===== config.mk =====
export PLATFORM = sky130hd
export DESIGN_NAME = tube_display_arbiter
export DESIGN_NICKNAME = d
export VERILOG_FILES = /design/src/rtl/tube_display_arbiter.sv
export SDC_FILE = /design/constraint.sdc
export NUM_CORES = 1
export LEC_CHECK = 0
export CORE_ASPECT_RATIO = 2
export CORE_MARGIN = 5
export CORE_UTILIZATION = 56
export CTS_CLUSTER_DIAMETER = 150
export DETAILED_ROUTE_END_ITERATION = 8
export GPL_ROUTABILITY_DRIVEN = 0
export PLACE_DENSITY = 0.9
export RECOVER_POWER = 25
export SETUP_SLACK_MARGIN = 0.02
export SLEW_MARGIN = 20
export SYNTH_ARGS = -nofsm -noshare
export SYNTH_HDL_FRONTEND = slang
export SYNTH_SLANG_ARGS = --single-unit
export TNS_END_PERCENT = 100

===== constraint.sdc =====
create_clock -name clk_50M -period 2.4 [get_ports clk_50M]
set_clock_uncertainty 0.2 [all_clocks]
set_input_delay 0.24 -clock clk_50M [delete_from_list [all_inputs] [get_ports clk_50M]]
set_output_delay 0.24 -clock clk_50M [all_outputs]
set_load 0.05 [all_outputs]

===== src/rtl/tube_display_arbiter.sv =====
// Two-requester round-robin arbiter for the scan-tube display with a minimum hold time per grant.
// Latency: one cycle from a sampled request to registered grant/disp_data/disp_valid.
// No backpressure: requesters hold req high while they want the display; ownership changes only at hold expiry.
module tube_display_arbiter #(
    parameter int unsigned HOLD_CYCLES = 50_000_000,
    parameter int unsigned DW          = 10
) (
    input  logic          clk_50M,
    input  logic          rst,
    input  logic [1:0]    req,
    input  logic [DW-1:0] data0,
    input  logic [DW-1:0] data1,
    output logic [1:0]    grant,
    output logic [DW-1:0] disp_data,
    output logic          disp_valid,
    output logic          busy
);

    // The hold counter only ever needs to reach HOLD_CYCLES-1, where it saturates.
    localparam int unsigned    CW     = $clog2(HOLD_CYCLES);
    localparam logic [CW-1:0]  C_LAST = CW'(HOLD_CYCLES - 1);

    typedef enum logic [1:0] {
        S_IDLE  = 2'd0,
        S_GRANT = 2'd1,
        S_HOLD  = 2'd2
    } state_t;

    state_t        r_state;
    logic [CW-1:0] r_cnt;
    logic          r_rr;
    logic          r_owner;
    logic [1:0]    r_grant;
    logic [DW-1:0] r_disp_data;
    logic          r_disp_valid;
    logic          r_busy;

    state_t        w_state_nxt;
    logic [CW-1:0] w_cnt_nxt;
    logic          w_rr_nxt;
    logic          w_owner_nxt;
    logic [1:0]    w_grant_nxt;
    logic [DW-1:0] w_data_nxt;
    logic          w_valid_nxt;

    logic          w_expired;
    logic          w_owner_req;
    logic          w_other_req;
    logic [DW-1:0] w_owner_data;
    logic [DW-1:0] w_other_data;
    logic          w_idle_winner;

    function automatic logic [1:0] f_onehot(input logic idx);
        return idx ? 2'b10 : 2'b01;
    endfunction

    // Decode the current owner's view of the inputs and the IDLE tie-break.
    always_comb begin
        w_expired     = (r_cnt == C_LAST);
        w_owner_req   = req[r_owner];
        w_other_req   = req[~r_owner];
        w_owner_data  = r_owner ? data1 : data0;
        w_other_data  = r_owner ? data0 : data1;
        // A lone requester wins outright; only a tie consults the pointer.
        case (req)
            2'b01:   w_idle_winner = 1'b0;
            2'b10:   w_idle_winner = 1'b1;
            default: w_idle_winner = r_rr;
        endcase
    end

    // Next-state and next-output logic; everything holds unless a branch says otherwise.
    always_comb begin
        w_state_nxt = r_state;
        w_cnt_nxt   = r_cnt;
        w_rr_nxt    = r_rr;
        w_owner_nxt = r_owner;
        w_grant_nxt = r_grant;
        w_data_nxt  = r_disp_data;
        w_valid_nxt = r_disp_valid;

        case (r_state)
            S_IDLE: begin
                // disp_data keeps the last shown value while nobody owns the tube.
                w_grant_nxt = 2'b00;
                w_valid_nxt = 1'b0;
                if (req != 2'b00) begin
                    w_state_nxt = S_GRANT;
                    w_owner_nxt = w_idle_winner;
                    w_rr_nxt    = ~w_idle_winner;
                    w_cnt_nxt   = '0;
                    w_grant_nxt = f_onehot(w_idle_winner);
                    w_data_nxt  = w_idle_winner ? data1 : data0;
                    w_valid_nxt = 1'b1;
                end
            end

            S_GRANT, S_HOLD: begin
                if (w_expired) begin
                    // Minimum hold is met: the other side takes over if it asks,
                    // otherwise the owner may keep the tube in a saturated grant.
                    if (w_other_req) begin
                        w_state_nxt = S_GRANT;
                        w_owner_nxt = ~r_owner;
                        w_rr_nxt    = r_owner;
                        w_cnt_nxt   = '0;
                        w_grant_nxt = f_onehot(~r_owner);
                        w_data_nxt  = w_other_data;
                        w_valid_nxt = 1'b1;
                    end else if (w_owner_req) begin
                        w_state_nxt = S_GRANT;
                        w_grant_nxt = f_onehot(r_owner);
                        w_data_nxt  = w_owner_data;
                        w_valid_nxt = 1'b1;
                    end else begin
                        w_state_nxt = S_IDLE;
                        w_cnt_nxt   = '0;
                        w_grant_nxt = 2'b00;
                        w_valid_nxt = 1'b0;
                    end
                end else if ((r_state == S_GRANT) && w_owner_req) begin
                    // Live ownership: follow the owner's data every cycle.
                    w_cnt_nxt   = r_cnt + CW'(1);
                    w_grant_nxt = f_onehot(r_owner);
                    w_data_nxt  = w_owner_data;
                    w_valid_nxt = 1'b1;
                end else begin
                    // Owner let go early (or is already holding): freeze the
                    // display and run out the remaining hold time. A re-raised
                    // owner request does not end HOLD early.
                    w_state_nxt = S_HOLD;
                    w_cnt_nxt   = r_cnt + CW'(1);
                    w_grant_nxt = 2'b00;
                    w_valid_nxt = 1'b1;
                end
            end

            default: begin
                w_state_nxt = S_IDLE;
                w_cnt_nxt   = '0;
                w_grant_nxt = 2'b00;
                w_valid_nxt = 1'b0;
            end
        endcase
    end

    // State register; reset wins over every other input in the same edge.
    always_ff @(posedge clk_50M) begin
        if (rst) begin
            r_state <= S_IDLE;
        end else begin
            r_state <= w_state_nxt;
        end
    end

    // Registered arbitration bookkeeping and display outputs.
    always_ff @(posedge clk_50M) begin
        if (rst) begin
            r_cnt        <= '0;
            r_rr         <= 1'b0;
            r_owner      <= 1'b0;
            r_grant      <= 2'b00;
            r_disp_data  <= '0;
            r_disp_valid <= 1'b0;
            r_busy       <= 1'b0;
        end else begin
            r_cnt        <= w_cnt_nxt;
            r_rr         <= w_rr_nxt;
            r_owner      <= w_owner_nxt;
            r_grant      <= w_grant_nxt;
            r_disp_data  <= w_data_nxt;
            r_disp_valid <= w_valid_nxt;
            r_busy       <= (w_state_nxt != S_IDLE);
        end
    end

    assign grant      = r_grant;
    assign disp_data  = r_disp_data;
    assign disp_valid = r_disp_valid;
    assign busy       = r_busy;

endmodule


* After elaboration in Yosys (flattened, before gate mapping)
Cells that the tools add are included.
Widths: inputs -> output; s select.
** Word-level totals
- RAM bits :: 0
- Memories kept :: 0
- Memory bits (read-only) :: 0
- Register bits :: 44
- Bits in latches :: 0
- Output and inout port bits :: 14
** Cells by class
- Reduce and logical (&&, ||, !) cells :: 9
- Div/mod/pow operators :: 0
- Bitwise logic cells :: 2
- Eq/ne operators :: 11
- $lt $le $gt $ge :: 2
- Add/sub/neg operators :: 1
- Multiply operators :: 0
- Multiplexer cells :: 47
- Shifts and indexed selects :: 0
** Operators with widths (count)
- $mux 26 :: 4
- $mux 10 :: 8
- $pmux 26 s2 :: 1
- $add 26x1->26 const B :: 1
- $eq 26x26->1 const B :: 1
- $mux 2 :: 11
- $pmux 10 s2 :: 1
- $mux 1 :: 16
- $ne 4x4->1 const B :: 2
- $pmux 1 s2 :: 4
- $pmux 2 s2 :: 2
- $reduce_and 4->1 :: 2
- $ne 2x2->1 const B :: 3
- $reduce_bool 2->1 :: 3
- $eq 2x1->1 const B :: 2
- $eq 2x2->1 const B :: 2
- $lt 1x2->1 const B :: 2
- $ne 3x3->1 const B :: 1
- $logic_not 2->1 :: 1
- $not 1->1 :: 2
- $reduce_and 2->1 :: 1
- $reduce_or 2->1 :: 1
- $logic_and 1x1->1 :: 1

* Depth between registers and ports, before layout
- Word-level depth :: 7
- Gate-level depth with buffers :: 9
- Gate-level depth less buffers :: 7

* Worst setup path after synthesis
No wires, ideal clock.
- Path kind :: register -> register
- From :: reg r_cnt[0]
- To :: reg r_cnt[9]
- Arrival time :: 1870 ps
- Path buffers :: 3
- Slack :: 208 ps
- Cell stages (with the launch flop) :: 10
- Path through :: dfxtp_1 ha_1 and3_1 clkbuf_2 and4_1 buf_2 a211oi_2 clkbuf_1 and3_2 a221o_1
** On the way
- Cells in the longest elaborated chain, start to end :: 3
- Elaborated cells between the ends (all ways) :: 6
- Classes of those cells :: 1 x add/sub; 2 x eq/ne; 2 x mux; 1 x reduce/logical
** Ends and longest elaborated chain
- from (decl) :: line 30 : logic [CW-1:0] r_cnt;
- from (signal assigned) :: line 167 : r_cnt <= w_cnt_nxt;
- $add 26x1->26 or $eq 26x26->1 (tied branches) :: line 123, 132, 59
- $mux 26 or $ne 4x4->1 (tied branches)
- $pmux 26 s2 or $reduce_and 2->1 (tied branches)
Several ways; a longest one is shown, not always the timed one.
A chain may end at the register's enable or synchronous reset.

* Final worst setup path
- From :: reg r_cnt[0]
- To :: reg r_disp_data[1], in the netlist disp_data[1]
** On the way
- Cells in the longest elaborated chain, start to end :: 3
- Elaborated cells between the ends (all ways) :: 6
- Classes of those cells :: 3 x eq/ne; 2 x mux; 1 x reduce/logical
** Ends and longest elaborated chain
- $eq 26x26->1 (*) :: line 59 : w_expired = (r_cnt == C_LAST);
- $ne 4x4->1 (no source line), or another cell as far along
- $reduce_and 4->1 (no source line) or $pmux 10 s2 (tied branches)
- to (signal assigned) :: line 171 : r_disp_data <= w_data_nxt;
- to (decl) :: line 34 : logic [DW-1:0] r_disp_data;
Mark *: on every way between the ends. The rest lies on a longest branch, timed or not.

==> flow_summary.toml <==
[synthesis]
synth_warnings = 0
yosysTopAreaCellShare = 0.286
synthArstFlopShare = 0
syn_area_per_cell_um2 = 8.11
synth_area_um2 = 3080
ys_seq_area_frac = 0.286
yosys.area.top_type = "dfxtp_1"
synth-edff-count = 0
synth_ff_type = "dfxtp_1"
ys_seq_elements = 44
synth_area_leaders = "dfxtp_1, o31ai_1, nor2_1"
synth_cells = 380
synth_nets = 410
ys_types = 66

[critical_path]
crit-reg2reg-launch = "r_cnt[0]"
cp_cell_sequence = "ha_1 -> and3_2 -> nand4_4 -> nor4_1 -> a211oi_2 -> buf_4 -> o221ai_1"
rrSetupSlack_ps = 80
required_ps = 2440
crit_end = "disp_data[1]"
crit_fanout = 10
r2r-end = "disp_data[1]"
cp-end-kind = "register"
path_class = "register to register"
cpPeakStageDelay_ps = 470
critPathArrivalTime_ps = 2360
r2r_cells = 7
worstSetupStartpoint = "r_cnt[0]"
cp_slowest_cell = "nor4_1"
crit_path_start_kind = "register"

[die]
die_x_um = 62.5
core_um2 = 5370
initial_utilization = 0.574
rows = 38
io-pin-count = 38
dieArea_um2 = 7180
fp.dieH_um = 115

[grt]
grt_usage = 0.274
antenna_found_initial = 0
grt_max_degree = 24
grt_pass1_vias = 3467
gr-total-overflow = 0
grt_pass1_wl_mm = 16.0

[final_layout]
drive_gt1_frac = 0.187
design_area_um2 = 3850
layout_commonest_cell = "dfxtp_1"
areaGrowthSynthToFinish_pct = 25.0
nNetsFinal = 473
multi_input_area_um2 = 2030
n_antenna_cell = 0
n_fill_cell = 410
register_area_um2 = 881
final_cell_mix = "dfxtp_1, buf_4, nor2_1"
layoutNonFillerInstCount = 503

[power]
power.total_mw = 3.60
swShare = 0.467
peakVddDrop_v = 0.000871
power_frac_clock = 0.147
p_int_mw = 1.92
power_switching_mw = 1.68
seq_power_share = 0.271
p_comb_frac = 0.582
power.density_nw_per_um2 = 934
p_leak_nw = 1.59

[placement]
numPortBuffers = 37
dpl_cell_area_um2 = 3700
dp_cells = 494
pre_cts_ws_ps = -22.8
hpwl_mm = 7.12

[timing]
hold_violations = 0
slew_headroom = 0.654
timing.final.crit_share = 0.967
fmax_mhz = 431
setup_viol = 0
hold_ws_ps = 264
final_max_slew_viol_count = 0
fin_crit_ps = 2320
fin_ws_ps = 79.9
tightest_slew_ps = 517

[clocking]
clk_latency_ps = 310
cts.root.buffer_cell = "clkbuf_8"
cts_made_buffers = 5
cts_num_sinks = 44
cts_hold_buf = 0
cts_tree = "yes"
cts.path.max_buffers = 2
path_clk_slew_ps = 90
htree_levels = 2

[drt]
routed_via_density = 6.91
finalWirelength_mm = 9.74
vias = 3476
wl_per_cell_um = 19.4
first_pass_iters = 5
drc = 0
antenna_left = 0
drt_iter0_markers = 197

[job]
maxCapViolations = 0

[worst_hold_path]
whs_path_depth = 2
hold_path.class = "register to register"

[run_status]
status = "complete, no violations"
## area by class of cell
| type | instances | area share |
|---|---|---|
| clock buffer | 7 | 0.0250 |
| multi-input combinational | 290 | 0.526 |
| sequential | 44 | 0.229 |
| tap | 60 | 0.0195 |
| timing repair buffer | 79 | 0.178 |
| inverter | 23 | 0.0224 |
## layer usage
layer / up-vias / part of all wire / GRT usage
li1: 1606 / - / -
met3: 75 / 0.050 / 0.0411
met4: 0 / 0.079 / 0.222
met2: 198 / 0.54 / 0.521
met1: 1597 / 0.33 / 0.247
met5: - / 0 / 0
## worst max-delay path: cells and delay by family (launching register included)
kind / cells / cell delay [ps]
AO/OA/AOI/OAI: 2 / 290
adder cells (fa/ha/maj): 1 / 220
buffers and inverters: 1 / 210
flip-flops: 1 / 390
AND/OR/NAND/NOR: 3 / 940
## logic make-up after synthesis
logic type / synth area share
flip-flops: 0.286
AND/OR/NAND/NOR: 0.282
multiplexers: 0.0503
adder cells (fa/ha/maj): 0.0244
AO/OA/AOI/OAI: 0.287
buffers and inverters: 0.0706
## worst min path at each step
stage | to | startpoint
after global routing | disp_data[8] | disp_data[8]
after CTS | r_cnt[23] | r_cnt[23]
after floorplan | r_rr | rst
after detailed placement | disp_data[8] | disp_data[8]
after global placement | disp_data[8] | disp_data[8]
final | disp_data[8] | disp_data[8]
## metrics by stage
step                utilization  TNS [ps]
floorplan                     -         0
global placement          0.689         0
detailed placement        0.689     -33.4
CTS                       0.707         0
global route              0.717     -1320
finish                    0.717         0
## power groups by stage
stage | Clock, mW | Sequential, mW | Combinational, mW
global placement | 0 | 0.989 | 2.03
detailed placement | 0 | 0.994 | 2.07
finish | 0.530 | 0.974 | 2.10
global route | 0.569 | 0.993 | 2.24
floorplan | 0 | 1.35 | 0.986
CTS | 0.534 | 0.978 | 2.09
## state kept, by name, summed over array words and instances, names as in the netlist
| signal | count |
|---|---|
| disp_data | 10 |
| grant | 2 |
| r_cnt | 26 |
| r_owner | 1 |
| disp_valid | 1 |
| r_rr | 1 |
| r_state | 2 |
| busy | 1 |
## repair_timing
action,4_1_cts,5_1_grt
endpoints found under the setup margin,0,30
gates resized for setup,0,6
setup buffers,0,1
## synth_stat cells (2+ instances only)
cell,number
nor2b_1,3
ha_1,6
nand3_1,19
a221oi_1,2
and2_1,4
inv_1,22
a211o_1,9
nor4_2,2
nor3_1,5
nand4_1,11
a221o_1,8
nor2_1,35
a211oi_1,3
a31oi_1,4
o211a_1,2
dfxtp_1,44
buf_6,4
buf_2,5
or2_2,2
and3_1,16
or4_1,2
nor4b_2,2
o2bb2ai_1,3
and4_1,5
o22ai_1,10
nor4_1,10
a211oi_2,2
o31ai_1,20
a21oi_1,15
nand2_1,26
o21ai_1,2
o221ai_1,9
mux2_2,11
o211ai_1,3
clkbuf_1,12
o21ai_0,9
mux2i_1,2
a32oi_1,3
(Power assumes the default switching activity.)
